`config.mk`:
```
export PLATFORM = sky130hd
export DESIGN_NAME = alu_operand_stage
export DESIGN_NICKNAME = d
export VERILOG_FILES = /design/src/rtl/alu_operand_pkg.sv /design/src/rtl/alu_operand_stage_operand_mux.sv /design/src/rtl/alu_operand_stage.sv
export SDC_FILE = /design/constraint.sdc
export NUM_CORES = 1
export LEC_CHECK = 0
export CORE_ASPECT_RATIO = 1.5
export CORE_MARGIN = 5
export CORE_UTILIZATION = 41
export DETAILED_ROUTE_END_ITERATION = 8
export GPL_ROUTABILITY_DRIVEN = 0
export PLACE_DENSITY = 0.81
export SYNTH_ARGS = -nofsm -noshare
export SYNTH_HDL_FRONTEND = slang
export SYNTH_HIERARCHICAL = 1
export SYNTH_SLANG_ARGS = --single-unit
```
`constraint.sdc`:
```
create_clock -name clk -period 1.4 [get_ports clk]
set_input_delay 0.28 -clock clk [delete_from_list [all_inputs] [get_ports clk]]
set_output_delay 0.28 -clock clk [all_outputs]
set_load 0.02 [all_outputs]
```
`src/rtl/alu_operand_pkg.sv`:
```
// alu_operand_pkg
//   Shared constants for the ALU operand stage: named source indices for the
//   default 4-source register/bus vector, the zero-source index, the operand
//   FSM state encoding and a helper mapping "which operands are held" to a
//   state.
package alu_operand_pkg;

  localparam int NSRC_DEF = 4;

  // Source indices into the packed src vector
  localparam int SRC_ACC  = 0;
  localparam int SRC_X    = 1;
  localparam int SRC_Y    = 2;
  localparam int SRC_DB   = 3;
  localparam int SRC_ZERO = NSRC_DEF;  // any sel >= NSRC decodes to zero

  typedef enum logic [1:0] {
    ST_EMPTY  = 2'b00,
    ST_HAVE_A = 2'b01,
    ST_HAVE_B = 2'b10,
    ST_FULL   = 2'b11
  } op_state_t;

  // The state is fully described by which operands are held.
  function automatic op_state_t state_of(input logic have_a, input logic have_b);
    case ({have_b, have_a})
      2'b00:   state_of = ST_EMPTY;
      2'b01:   state_of = ST_HAVE_A;
      2'b10:   state_of = ST_HAVE_B;
      default: state_of = ST_FULL;
    endcase
  endfunction

endpackage

```
`src/rtl/alu_operand_stage_operand_mux.sv`:
```
// operand_mux
//   Combinational source selector. Returns source word `sel` from the packed
//   source vector; any sel >= NSRC returns zero.
// Ports:
//   src  [NSRC*WIDTH] packed sources, source k at [k*WIDTH +: WIDTH]
//   sel  [SELW]       source index
//   word [WIDTH]      selected word
module operand_mux #(
  parameter int WIDTH = 8,
  parameter int NSRC  = 4,
  localparam int SELW = $clog2(NSRC+1)
) (
  input  logic [NSRC*WIDTH-1:0] src,
  input  logic [SELW-1:0]       sel,
  output logic [WIDTH-1:0]      word
);

  always_comb begin
    word = '0;
    for (int k = 0; k < NSRC; k++)
      if (sel == SELW'(k)) word = src[k*WIDTH +: WIDTH];
  end

endmodule

```
`src/rtl/alu_operand_stage.sv`:
```
// alu_operand_stage
//   Operand capture stage in front of the ALU. A and B are captured from the
//   source vector (same or different cycles); the complete pair is offered to
//   the ALU on a valid/ready handshake. The whole block freezes while rdy=0.
// Config macro:
//   ALU_OPERAND_BINV_EN - when defined, b_inv=1 captures ~source into B;
//                         otherwise b_inv is ignored.
// Ports:
//   clk, reset_l         clock, async active-low reset
//   rdy                  CPU ready (low = stall)
//   src                  packed sources
//   a_load/a_sel         capture A from source a_sel
//   b_load/b_sel/b_inv   capture B from source b_sel (optionally inverted)
//   a_op, b_op           operand registers
//   op_valid/op_ready    pair handshake to the ALU
//   overrun              sticky: a load was dropped while FULL
module alu_operand_stage
  import alu_operand_pkg::*;
#(
  parameter int WIDTH = 8,
  parameter int NSRC  = 4,
  localparam int SELW = $clog2(NSRC+1)
) (
  input  logic                  clk,
  input  logic                  reset_l,
  input  logic                  rdy,
  input  logic [NSRC*WIDTH-1:0] src,
  input  logic                  a_load,
  input  logic [SELW-1:0]       a_sel,
  input  logic                  b_load,
  input  logic [SELW-1:0]       b_sel,
  input  logic                  b_inv,
  output logic [WIDTH-1:0]      a_op,
  output logic [WIDTH-1:0]      b_op,
  output logic                  op_valid,
  input  logic                  op_ready,
  output logic                  overrun
);

  // ---- source muxes: lane 0 = A, lane 1 = B ----
  logic [1:0][SELW-1:0]  sel_v;
  logic [1:0][WIDTH-1:0] word_v;
  logic [WIDTH-1:0]      b_word;

  assign sel_v = {b_sel, a_sel};

  for (genvar i = 0; i < 2; i++) begin : g_mux
    operand_mux #(.WIDTH(WIDTH), .NSRC(NSRC)) u_mux (
      .src  (src),
      .sel  (sel_v[i]),
      .word (word_v[i])
    );
  end

`ifdef ALU_OPERAND_BINV_EN
  assign b_word = b_inv ? ~word_v[1] : word_v[1];
`else
  logic unused_b_inv;
  assign unused_b_inv = b_inv;
  assign b_word       = word_v[1];
`endif

  // ---- FSM ----
  op_state_t state, nxt_state;
  logic      a_cap, b_cap, ovr_set;
  logic      held_a, held_b, accept;

  always_ff @(posedge clk or negedge reset_l) begin
    if (!reset_l) state <= ST_EMPTY;
    else          state <= nxt_state;
  end

  // Loads are evaluated against what is still held after this edge's
  // consumption; a consumed FULL therefore behaves like EMPTY.
  always_comb begin
    nxt_state = state;
    a_cap     = 1'b0;
    b_cap     = 1'b0;
    ovr_set   = 1'b0;
    held_a    = 1'b0;
    held_b    = 1'b0;
    accept    = 1'b1;
    case (state)
      ST_HAVE_A: held_a = 1'b1;
      ST_HAVE_B: held_b = 1'b1;
      ST_FULL:   accept = op_ready;
      default:   ;
    endcase
    if (rdy) begin
      if (!accept) begin
        ovr_set = a_load | b_load;
      end else begin
        a_cap     = a_load;
        b_cap     = b_load;
        nxt_state = state_of(held_a | a_load, held_b | b_load);
      end
    end
  end

  // ---- operand registers ----
  always_ff @(posedge clk or negedge reset_l) begin
    if (!reset_l) begin
      a_op    <= '0;
      b_op    <= '0;
      overrun <= 1'b0;
    end else begin
      if (a_cap)   a_op    <= word_v[0];
      if (b_cap)   b_op    <= b_word;
      if (ovr_set) overrun <= 1'b1;
    end
  end

  assign op_valid = (state == ST_FULL);

endmodule

```
==> summary.md, run 1 <==
| Metric | Value |
|---|---|
| WL final | about 4000 um |
| Outcome | complete, no violations |
| Sw Pwr | 0.6179 mW |
| Detailed Routing Iterations Pass 1 | 4 |
| Fmax | about 750 MHz |
| Area share of the largest cell type after synthesis | 0.3538 |
| Longest Clk Path Bufs | 2 |
| Area leader, netlist | dfrtp_1 |
| Worst-skew pair later-pin latency | around 0.26 ns |
| GRT overflow | 0 |
| Syn_nets | 154 |
| VDD IR-drop max | between 0.0006 and 0.0007 V |
| Clock transition at path regs | 0.07 ns |
| Reg2Reg Depth | 3 |
| Final-stage net count | 225 |
| Vias in the first global route | around 1.3k |
| CTS Buf Count | 3 |
| Die Y | about 80 um |
| RR Startpoint | state[0] |
| Final min period | approximately 1.3 ns |
| Register Area | 475.5 um2 |
| Antenna diodes | 0 |
| Fillers | approximately 250 |
| Startpoint types | flip-flop |
| Post-Syn Area | roughly 1300 um2 |
| Die Wd | between 50 and 60 um |
| Post-synthesis sequential area ratio | 0.3538 |
| Final Hold Vio Count | 0 |
| Wirelength per Cell | approximately 19 um |
| Final ANT Viol Nets | 0 |
| Clock Skews | roughly 0.0056 ns |
| CTS H-tree lvls | 1 |
| Final setup viols | 0 |
| Clk pwr share | 0.202 |
| Slew margin rel. | 0.8053 |
| Combinational group share of total power | 0.427 |
| RSZ-0062 raised after global routing | false |
| First-pass GRT wire length | roughly 6600 um |
| All-Layer GR Usage | 0.1854 |
| Slew Viols, Final | 0 |
| DR vias/cell | approximately 5.4 |
| Distinct cells, synth | 16 |
| Hold Path Class | input port to asynchronous set/reset pin |
| Setup TNS | 0 ns |
| FF+latch count, synth | 19 |
| CTS Sinks | 19 |
| Vias | around 1.2k |
| Critical path arrival | roughly 1.5 ns |
| Share of cells above drive strength 1 | 0.2179 |
| Layout area overhead | 57.73% |
| Buffers on Ports | ~60 |
| Total number of yosys warnings | 6 |
| Flop pwr share | 0.371 |
| Worst EP required | 1.55 ns |
| DRT iter0 DRCs | 27 |
| IO Pins | 63 |
| Power Density | 905.4 nW/um2 |
| Largest net degree at the start of global routing | 20 |
| Initial Utilization | 0.4253 |
| DRC | 0 |
| Static Leak | 1.036 nW |
| Clock Root Buffer | clkbuf_8 |
| R2R Path End | b_op[4] |
| Dpl cells | about 210 |
| MaxCap Viol Count | 0 |
| Core ar. | roughly 3200 um2 |
| Gate Count Post-Synth | roughly 110 |
| Final period utilization | 0.9518 |
| Syn_area_per_cell | 12.33 um2 |
| CTS tree | done |
| Crit path capture type | flip-flop |
| Internal power | approximately 1.3 mW |
| Area contributors post-synth | dfrtp_1 (35%), mux2i_1 (24%), mux2_4 (18%) |
| Critical path class | flip-flop to flip-flop |
| Net Sw Frac | 0.3220 |
| Worst R2R Setup Slack | roughly 0.067 ns |
| Initial antenna violation count | 0 |
| DP HPWL | ~3200 um |
| Row cnt | 25 |
| Die ar. | between 4000 and 5000 um2 |
| CP max FO | 8 |
| Multi-input gate area | slightly below 800 um2 |
| Slew at the pin with the worst max-slew slack | 0.2921 ns |
| Fin cells | ~220 |
## synthesized netlist by cell type
| library cell | number |
|---|---|
| o211ai_1 | 1 |
| and2_1 | 1 |
| clkbuf_1 | 2 |
| and3b_4 | 1 |
| nand3_1 | 2 |
| nand2_1 | 6 |
| buf_12 | 2 |
| o22ai_1 | 16 |
| or2_1 | 2 |
| dfrtp_1 | 19 |
| nor2_8 | 2 |
| nand2b_1 | 3 |
| buf_6 | 2 |
| buf_1 | 2 |
| mux2_4 | 16 |
| mux2i_1 | 32 |
## per-layer routing
metal  global-route usage  vias up  share of wire  routed length [um]
li1                     -      548              -                   -
met1               0.1932      589           0.37                1513
met2               0.3681       45           0.57                2321
met3              0.03215        8          0.043                 176
met4              0.05568        0          0.019                  76
met5                    0        -              0                   0
## cells in the final DEF, fill, tap and decap left out
cell,n
dlygate4sd2_1,21
clkbuf_8,3
buf_4,9
nand2_1,4
buf_12,2
or2_1,2
nand2b_1,3
nand2_2,2
bufbuf_16,2
mux2_4,16
o211ai_1,1
o22ai_1,16
dfrtp_1,19
nor2_8,2
and3b_4,1
mux2i_1,32
and2_1,1
nand3_1,2
clkinv_2,1
clkdlybuf4s50_1,39
buf_2,1
## state kept, by name, summed over array words and instances (netlist names)
register / cells
a_op: 8
b_op: 8
overrun: 1
state: 2
## power by group through the flow
stage / registers, mW / clock network [mW] / logic [mW]
after floorplan: 0.828 / 0 / 0.337
after global placement: 0.725 / 0 / 0.849
after detailed placement: 0.727 / 0 / 0.863
after CTS: 0.715 / 0.395 / 0.823
after global routing: 0.727 / 0.417 / 0.867
final: 0.712 / 0.388 / 0.820
## worst max-delay path by stage
stage	endpoint	depth (start not counted)	slack (ns)	from
final	b_op[4]	3	0.07	state[0]
after floorplan	a_op[0]	3	0.16	state[0]
after global routing	b_op[2]	5	0.005	b_sel[2]
after detailed placement	b_op[7]	5	-0.31	b_sel[1]
after global placement	a_op[7]	5	-0.29	a_sel[1]
after CTS	op_valid	2	0.02	state[1]
## critical path, stage by stage, from the launching register on
cell	delay (ns)
dfrtp_1	0.42
and3b_4	0.25
nor2_8	0.22
mux2_4	0.32
## area by class of cell
cell class              count  share of cell area
multi-input cells          82              0.3754
clock buffers               3             0.01948
flip-flops and latches     19              0.2243
repair buffers             74              0.3548
clock inverters             1            0.002361
well taps                  40             0.02361
## stage by stage
step / cell area (um2) / setup slack (ns) / power [mW] / util / hold WS (ns)
CTS: 2118 / 0.02037 / 1.932 / 0.6705 / 0.3581
global route: 2120 / 0.005097 / 2.011 / 0.6709 / 0.3817
global placement: 2027 / -0.2902 / 1.575 / 0.6416 / 0.4519
detailed placement: 2027 / -0.3140 / 1.590 / 0.6416 / 0.4615
finish: 2120 / 0.06749 / 1.919 / 0.6709 / 0.3517
floorplan: 1344 / 0.1583 / 1.165 / - / -0.01559
## logic make-up (layout without fill, tap and decap cells)
family / count (synthesis) / in the layout / share of synthesized area
buffers and inverters: 8 / 78 / 0.05773
multiplexers: 48 / 48 / 0.4171
AND/OR/NAND/NOR: 17 / 17 / 0.09125
flip-flops: 19 / 19 / 0.3538
AO/OA/AOI/OAI: 17 / 17 / 0.08008
## repair_timing
item	CTS	global route
hold buffers	0	0
gates cloned	2	0
pin swaps	1	0
resized for setup	26	1
setup endpoints to repair	34	1
setup buffers	0	1
No activity file was read; power rests on OpenSTA's default activity.
==> run 2: changes to the inputs <==
--- a/config.mk
+++ b/config.mk
@@ -8,6 +8,7 @@
 export CORE_ASPECT_RATIO = 1.5
 export CORE_MARGIN = 5
 export CORE_UTILIZATION = 41
+export CTS_CLUSTER_SIZE = 10
 export DETAILED_ROUTE_END_ITERATION = 8
 export GPL_ROUTABILITY_DRIVEN = 0
 export PLACE_DENSITY = 0.81
==> results of run 2 <==
Final layout, timing and power as in run 1 (identical DEF).
